**src/rtl/byte_frame_serializer.sv**
```systemverilog
// Frames queued bytes as start bit, 8 data bits MSB-first and stop bit on one serial line.
// First start bit follows a write by one edge; a byte arriving at a full FIFO with no pop is dropped and flagged.

module byte_frame_fifo #(
  parameter int DEPTH = 4,
  parameter int W     = 8
) (
  input  logic                     clk,
  input  logic                     rst,
  input  logic                     i_push,
  input  logic [W-1:0]             i_dat,
  input  logic                     i_pop,
  output logic [W-1:0]             o_head,
  output logic [$clog2(DEPTH):0]   o_count
);
  localparam int AW = $clog2(DEPTH);

  logic [W-1:0]  r_mem [DEPTH];
  logic [AW-1:0] r_wr_ptr;
  logic [AW-1:0] r_rd_ptr;
  logic [AW:0]   r_count;

  always_ff @(posedge clk or posedge rst) begin
    if (rst) begin
      r_wr_ptr <= '0;
      r_rd_ptr <= '0;
      r_count  <= '0;
    end else begin
      if (i_push) r_wr_ptr <= r_wr_ptr + 1'b1;
      if (i_pop)  r_rd_ptr <= r_rd_ptr + 1'b1;
      case ({i_push, i_pop})
        2'b10:   r_count <= r_count + 1'b1;
        2'b01:   r_count <= r_count - 1'b1;
        default: r_count <= r_count;
      endcase
    end
  end

  // Storage needs no reset: only entries between the pointers are ever read.
  always_ff @(posedge clk) begin
    if (i_push) r_mem[r_wr_ptr] <= i_dat;
  end

  assign o_head  = r_mem[r_rd_ptr];
  assign o_count = r_count;
endmodule

module byte_frame_serializer #(
  parameter int DEPTH      = 4,
  parameter int BIT_CYCLES = 2
) (
  input  logic                     clk,
  input  logic                     rst,
  input  logic [7:0]               din,
  input  logic                     din_valid,
  output logic                     ser_out,
  output logic                     busy,
  output logic [$clog2(DEPTH):0]   fifo_count,
  output logic                     overflow
);
  localparam int CNTW = $clog2(DEPTH) + 1;
  localparam int CW   = (BIT_CYCLES > 1) ? $clog2(BIT_CYCLES) : 1;
  localparam logic [CW-1:0]   LAST_CYC = CW'(BIT_CYCLES - 1);
  localparam logic [CNTW-1:0] FULL_CNT = CNTW'(DEPTH);

  typedef enum logic [1:0] {IDLE, START, DATA, STOP} state_t;

  state_t          r_state;
  logic [CW-1:0]   r_cyc;
  logic [2:0]      r_bit;
  logic [7:0]      r_shift;
  logic            r_ser;
  logic            r_busy;
  logic            r_ovf;

  logic            w_has_data;
  logic            w_bit_end;
  logic            w_pop;
  logic            w_push;
  logic            w_full;
  logic [7:0]      w_head;
  logic [CNTW-1:0] w_count;

  assign w_has_data = (w_count != '0);
  assign w_bit_end  = (r_cyc == LAST_CYC);
  assign w_full     = (w_count == FULL_CNT);
  // A pop on the last stop cycle chains the next frame with no idle gap.
  assign w_pop      = w_has_data && ((r_state == IDLE) || ((r_state == STOP) && w_bit_end));
  assign w_push     = din_valid && (!w_full || w_pop);

  byte_frame_fifo #(.DEPTH(DEPTH), .W(8)) u_fifo (
    .clk     (clk),
    .rst     (rst),
    .i_push  (w_push),
    .i_dat   (din),
    .i_pop   (w_pop),
    .o_head  (w_head),
    .o_count (w_count)
  );

  always_ff @(posedge clk or posedge rst) begin
    if (rst) begin
      r_state <= IDLE;
      r_cyc   <= '0;
      r_bit   <= '0;
      r_shift <= '0;
      r_ser   <= 1'b1;
      r_busy  <= 1'b0;
      r_ovf   <= 1'b0;
    end else begin
      if (din_valid && w_full && !w_pop) r_ovf <= 1'b1;
      case (r_state)
        IDLE: begin
          if (w_pop) begin
            r_shift <= w_head;
            r_cyc   <= '0;
            r_ser   <= 1'b0;
            r_busy  <= 1'b1;
            r_state <= START;
          end
        end
        START: begin
          if (w_bit_end) begin
            r_cyc   <= '0;
            r_ser   <= r_shift[7];
            r_shift <= {r_shift[6:0], 1'b0};
            r_state <= DATA;
          end else begin
            r_cyc <= r_cyc + 1'b1;
          end
        end
        DATA: begin
          if (w_bit_end) begin
            r_cyc <= '0;
            if (r_bit == 3'd7) begin
              r_bit   <= '0;
              r_ser   <= 1'b1;
              r_state <= STOP;
            end else begin
              r_bit   <= r_bit + 1'b1;
              r_ser   <= r_shift[7];
              r_shift <= {r_shift[6:0], 1'b0};
            end
          end else begin
            r_cyc <= r_cyc + 1'b1;
          end
        end
        STOP: begin
          if (w_bit_end) begin
            r_cyc <= '0;
            if (w_pop) begin
              r_shift <= w_head;
              r_ser   <= 1'b0;
              r_state <= START;
            end else begin
              r_ser   <= 1'b1;
              r_busy  <= 1'b0;
              r_state <= IDLE;
            end
          end else begin
            r_cyc <= r_cyc + 1'b1;
          end
        end
        default: r_state <= IDLE;
      endcase
    end
  end

  assign ser_out    = r_ser;
  assign busy       = r_busy;
  assign fifo_count = w_count;
  assign overflow   = r_ovf;
endmodule

```
**config.mk**
```make
export PLATFORM = sky130hd
export DESIGN_NAME = byte_frame_serializer
export DESIGN_NICKNAME = d
export VERILOG_FILES = /design/src/rtl/byte_frame_serializer.sv
export SDC_FILE = /design/constraint.sdc
export NUM_CORES = 1
export LEC_CHECK = 0
export ABC_CLOCK_PERIOD_IN_PS = 2400
export CAP_MARGIN = 20
export CELL_PAD_IN_SITES_DETAIL_PLACEMENT = 1
export CELL_PAD_IN_SITES_GLOBAL_PLACEMENT = 1
export CORE_ASPECT_RATIO = 0.9
export CORE_MARGIN = 8
export CORE_UTILIZATION = 49
export CTS_CLUSTER_SIZE = 10
export DETAILED_ROUTE_END_ITERATION = 10
export PLACE_DENSITY = 0.85
export SLEW_MARGIN = 20
export SYNTH_ARGS = -nofsm -noshare
export SYNTH_HDL_FRONTEND = slang
export SYNTH_SLANG_ARGS = --single-unit
```
**constraint.sdc**
```tcl
create_clock -name clk -period 2.4 [get_ports clk]
set_input_delay 0.24 -clock clk [delete_from_list [all_inputs] [get_ports clk]]
set_output_delay 0.24 -clock clk [all_outputs]
set_load 0.01 [all_outputs]
```
==> flow_summary.toml, run 1 <==
[hold_path]
min_path_type = "input port to asynchronous set/reset pin"

[clock_network]
clock_path_buffers = 2
cts_sinks = 56
clkLatencyLatePin_ns = 0.31
cts_tree = "built"
path_clk_slew_ns = 0.10
ctsRootBufferMaster = "clkbuf_8"
holdBufCountCts = 0
htreeDepth = 2
cts_buffers = 5
cts_resized = 0
postCtsSetupBuffers = 0

[die]
die-area_um2 = 8030
start_util_pct = 50.5
die_x_um = 93.6
rows = 25
ios = 17
core-area_um2 = 5260
die_h_um = 85.8

[detailed_routing]
ant_nets = 0
vias = 1537
drt_pass1_iterations = 4
wl_per_cell_um = 17.3
via_per_inst = 5.45
route.detailed.drc = 0
route.final.wire_length_mm = 4.88
drtIter0Drc = 80

[setup_path]
path_class = "flop to flop"
r2r_start = "r_state[0]"
reg2reg_depth = 10
r2r_slack_ns = 0.22
reg2reg_to = "u_fifo.o_count[2]"
crit_arrival_ns = 2.38
endpoint_kind = "flop"
cp.required_ns = 2.60
cp-startpoint = "r_state[0]"
worstPathMaxFanout = 8
startpoint_type = "flop"

[synth]
netlist_area_um2 = 2660
synth-edff-count = 32
synth_top_area_share_pct = 36.2
synthTopCellsByArea = "edfxtp_1, dfrtp_1, ha_1, mux2_4, inv_1"
synthCells = 192
synth_ff_type = "edfxtp_1"
async_flop_share_pct = 42.9
synth_top_area_cell = "edfxtp_1"
synth-seq-area-share_pct = 58.9
synth_warnings = 0
synth_fp_nets = 215
syn_avg_cell_area_um2 = 13.8
ys_ff_latch = 56
ys_types = 47

[grt]
antenna_found_initial = 0
grt_overflow_total = 0
grt_use_total_pct = 12.9
grt_start_max_net_pins = 25
grt_pass1_wl_mm = 8.00
grt_pass1_vias = 1611

[placement]
dp.cells = 274
place.gp.congestion = 0.848
hpwl_mm = 3.61
io_buffers = 16

[timing]
slew_violations = 0
max_freq_mhz = 458
finalSetupViolations = 0
clock_skew_ns = 0.0124
maxSlewHeadroom_pct = 66.3
finalSetupTns_ns = 0
min_period_ns = 2.18
fin_crit_sh_pct = 91.0
worstMarginPinSlew_ns = 0.504
rsz0062_at_grt = "no"
hold_violations = 0

[power_and_ir_drop]
power.density_nw_per_um2 = 1400
total_leakage_power_nw = 1.16
ir_worst_vdd_v = 0.000639

[final_layout]
areaGrowthSynthToFinish_pct = 12.3
layout-drive-gt1-share_pct = 15.8
antenna-diode-count = 0
instances_no_fill = 282
fin_nets = 237

[outcome]
status = "completed"

[flow_run]
drv_cap = 0
registers in the layout, indices dropped and copies added (netlist names):
signal,flops
u_fifo.r_rd_ptr,2
r_shift,8
ser_out,1
u_fifo.r_mem,32
overflow,1
u_fifo.o_count,3
r_cyc,1
r_bit,3
busy,1
r_state,2
u_fifo.r_wr_ptr,2
stage by stage:
stage               setup slack (ns)  hold slack [ns]  instance area, µm²  total power (W)  util (%)
finish                         0.217            0.267                2980          0.00418      56.7
global route                  0.0455            0.341                2980          0.00447      56.7
floorplan                      0.455            0.254                2660          0.00325         -
detailed placement             0.150            0.482                2890          0.00373      55.0
CTS                            0.108            0.276                2980          0.00423      56.6
global placement               0.362            0.461                2890          0.00361      55.0
cell type report:
class	instances	area [µm²]
clock buffer	6	72.6
clock inverter	2	12.5
fill	524	2270
inverter	20	75.1
multi-input combinational	111	985
sequential	56	1560
tap	67	83.8
timing repair buffer	20	190
layer usage:
| layer | track usage, % | part of all wire (%) | vias to the layer above |
|---|---|---|---|
| li1 | - | - | 747 |
| met1 | 15.9 | 45 | 773 |
| met2 | 21.3 | 52 | 11 |
| met3 | 2.71 | 1.4 | 6 |
| met4 | 5.47 | 1.6 | 0 |
| met5 | 0 | 0 | - |
Yosys cell counts, types with 2 or more instances:
library cell  number
nor2b_1            7
ha_1              11
nand2b_1           2
o21ai_1            2
mux2_2             4
mux2i_1            7
dfrtp_1           23
clkbuf_1           2
nor2_1             4
a31oi_1            2
inv_1             20
xnor2_1            5
mux2_4             7
a211oi_1           7
edfxtp_1          32
buf_2              2
o21ai_0            6
nor3_1             3
and2_1             4
nand2_1            5
a221oi_1           7
a21oi_1            5
worst max path at each step:
| stage | to | slack, ns | cells after the start |
|---|---|---|---|
| 2_1_floorplan | u_fifo.o_count[1] | 0.45 | 9 |
| 3_3_place_gp | u_fifo.o_count[2] | 0.36 | 10 |
| 3_5_place_dp | u_fifo.o_count[2] | 0.15 | 10 |
| 4_1_cts | u_fifo.o_count[2] | 0.11 | 10 |
| 5_1_grt | u_fifo.o_count[2] | 0.05 | 10 |
| 6_report | u_fifo.o_count[2] | 0.22 | 10 |
logic make-up (layout without fill, tap and decap cells):
kind of cell    after synthesis  in the layout  share of synthesized area, %
compound gates               39             39                          11.5
xor+xnor                      5              5                          1.65
fa+ha+maj                    12             12                          5.94
buf+inv                      25             48                          4.24
flops                        56             56                          58.9
mux                          19             19                          9.14
simple gates                 36             36                          8.62
placed cells by master, fill, tap and decap left out, types with 6 or more instances in the layout:
master / count
edfxtp_1: 32
dfrtp_1: 23
inv_1: 20
clkdlybuf4s50_1: 16
ha_1: 11
mux2i_1: 7
nor2b_1: 7
a211oi_1: 7
a221oi_1: 7
mux2_4: 7
o21ai_0: 6
worst max-delay path, stage by stage, from the launching register on:
cell	delay (ns)
dfrtp_1	0.41
inv_1	0.11
ha_1	0.28
a21oi_4	0.27
nor3_2	0.08
inv_1	0.09
fa_1	0.18
inv_1	0.06
nor4_1	0.32
a31oi_1	0.11
xnor2_1	0.15
power breakdown:
part	internal, W	switching, W
combinational	0.00104	0.00102
clock	0.000205	0.000296
sequential	0.00136	0.000254
Power figures use the tool's default switching activity.
==> inputs of run 2 (changes only) <==
- HOLD_SLACK_MARGIN: not set -> 0.06
- TNS_END_PERCENT: not set -> 1
==> results of run 2 <==
Final layout, timing and power as in run 1 (identical DEF).
==> inputs of run 3 (changes only) <==
- CORE_ASPECT_RATIO: 0.9 -> 1.5
==> run 3 against run 2 <==
Combinational power barely moved. Power fell by 0.47%. Fmax rose by 0.12%. Final cell count rose by 0.71%. Worst setup slack improved by 0.0025 ns. Register-to-register slack barely moved. Clock power rose by 4.2%. First-iteration DRC count fell by 38%. Sequential cell count did not move. Sequential share of layout area did not move. Clock skew fell by 0.0016 ns. Critical path depth did not move. Critical endpoint unchanged. Largest cell class unchanged. Highest routed layer unchanged.
==> flow_summary.toml, run 3 (synthesis results as in run 1) <==
[outcome]
status = "completed"

[detailed_routing]
via_per_inst = 5.44
route.detailed.drc = 0
ant_nets = 0
drt_pass1_iterations = 4
wl_per_cell_um = 16.6
route.final.wire_length_mm = 4.71
drtIter0Drc = 50
vias = 1545

[setup_path]
path_cells = "inv_1 -> ha_2 -> a21oi_4 -> nor3_1 -> inv_1 -> fa_1 -> inv_1 -> nor4_1 -> a31oi_1 -> xnor2_1"
crit_slowest_cell = "dfrtp_1"
crit_family = "adder cells"
cp_common_cell = "inv_1"
r2r_start = "r_state[0]"
startpoint_type = "flop"
critPathMaxStageDelay_ns = 0.44
worstPathMaxFanout = 8
path_class = "flop to flop"
crit_arrival_ns = 2.43
endpoint_kind = "flop"
cp.required_ns = 2.65
reg2reg_depth = 10
r2r_slack_ns = 0.22
crit_buf_inv = 3
reg2reg_to = "u_fifo.o_count[2]"

[clock_network]
path_clk_slew_ns = 0.11
clkLatencyLatePin_ns = 0.31
cts_buffers = 5
cts_sinks = 56
postCtsSetupBuffers = 0
cts_tree = "built"
ctsRootBufferMaster = "clkbuf_8"
clock_path_buffers = 2
htreeDepth = 2

[grt]
grt_overflow_total = 0
grt_start_max_net_pins = 25
grt_pass1_wl_mm = 8.31
grt_use_total_pct = 12.6
antenna_found_initial = 0
grt_pass1_vias = 1707

[final_layout]
largest_reg_flops = 32
final_common_cell = "edfxtp_1"
reg_top3 = "u_fifo.r_mem x32, r_shift x8"
final_cell_mix = "edfxtp_1, dfrtp_1, inv_1"
antenna-diode-count = 0
top_register = "u_fifo.r_mem"
areaGrowthSynthToFinish_pct = 12.3
fin_nets = 236
layout-drive-gt1-share_pct = 15.9
final_core_util_pct = 55.5

[timing]
maxSlewHeadroom_pct = 69.6
clock_skew_ns = 0.0108
fin_crit_sh_pct = 90.9
max_freq_mhz = 459
slew_violations = 0
min_period_ns = 2.18
hold_violations = 0
rsz0062_at_grt = "no"
finalSetupViolations = 0
finalSetupTns_ns = 0
worstMarginPinSlew_ns = 0.455

[die]
start_util_pct = 49.5
core-area_um2 = 5370
ios = 17
die-area_um2 = 8080
rows = 33
die_h_um = 106
die_x_um = 76.1

[power_and_ir_drop]
p_sw_w = 0.00155
swShare_pct = 37.2
ir_worst_vdd_v = 0.000675
total_leakage_power_nw = 1.16
pwr-share-seq_pct = 38.3
p_clk_share_pct = 12.5
p_int_w = 0.00261
power.density_nw_per_um2 = 1400
p_comb_share_pct = 49.2

[placement]
io_buffers = 16
hpwl_mm = 3.61
place.gp.congestion = 0.771

[hold_path]
min_path_type = "input port to asynchronous set/reset pin"

[flow_run]
drv_cap = 0
==> run 3: changes by cell type in the layout (fill, tap and decap cells not counted), sizes merged <==
cell / previous run / this run
clkinv: 1 / 2
inv: 20 / 21
buf: 4 / 3
clkinvlp: 1 / 0
clkbuf: 6 / 5
==> run 3: worst max path at each step <==
stage | from | depth (start not counted) | slack, ns | end
5_1_grt | r_state[0] | 10 | 0.008 | u_fifo.o_count[2]
6_report | r_state[0] | 10 | 0.22 | u_fifo.o_count[2]
4_1_cts | r_state[0] | 5 | 0.16 | u_fifo.r_mem[0][7]
2_1_floorplan | r_state[0] | 9 | 0.45 | u_fifo.o_count[1]
3_5_place_dp | r_state[0] | 5 | 0.18 | u_fifo.r_mem[0][6]
3_3_place_gp | r_state[0] | 5 | 0.32 | u_fifo.r_mem[0][5]
==> run 3: metal layers <==
| metal | track usage, % | share of wire (%) |
|---|---|---|
| met5 | 0 | 0 |
| met4 | 4.97 | 1.4 |
| met3 | 2.70 | 2.7 |
| met2 | 23.2 | 57 |
| met1 | 13.5 | 39 |
==> run 3: area by class of cell <==
type                            count  area [µm²]
Fill cell                         565        2390
Sequential cell                    56        1560
Multi-Input combinational cell    111         982
Clock buffer                        5        68.8
Timing Repair Buffer               19         183
Clock inverter                      3        22.5
Inverter                           20        75.1
Tap cell                           70        87.6
==> run 3: worst reg2reg max path: stages (launching register included) <==
cell,delay [ns]
dfrtp_1,0.44
inv_1,0.16
ha_2,0.28
a21oi_4,0.08
nor3_1,0.24
inv_1,0.10
fa_1,0.36
inv_1,0.08
nor4_1,0.06
a31oi_1,0.19
xnor2_1,0.13
==> run 3: per-stage QoR <==
step | total power [W] | cells | hold WS, ns | instance area, µm² | setup WS (ns)
3_5_place_dp | 0.00368 | 276 | 0.478 | 2890 | 0.185
6_report | 0.00416 | 284 | 0.278 | 2980 | 0.219
2_1_floorplan | 0.00325 | 192 | 0.254 | 2660 | 0.455
5_1_grt | 0.00450 | 284 | 0.316 | 2980 | 0.00795
4_1_cts | 0.00421 | 284 | 0.282 | 2980 | 0.155
3_3_place_gp | 0.00357 | 276 | 0.466 | 2890 | 0.318
==> run 3: power by group through the flow <==
stage	clock (W)	combinational (W)	sequential, W
3_3_place_gp	0	0.00197	0.00160
4_1_cts	0.000544	0.00207	0.00160
5_1_grt	0.000567	0.00229	0.00164
3_5_place_dp	0	0.00205	0.00162
2_1_floorplan	0	0.00167	0.00158
6_report	0.000521	0.00205	0.00159
==> run 3: timing repair <==
| action | CTS | global route |
|---|---|---|
| endpoints found under the setup margin | 0 | 1 |
| hold buffers | 0 | 0 |
| hold endpoints to repair | 0 | 0 |
| gates resized for setup | 0 | 1 |
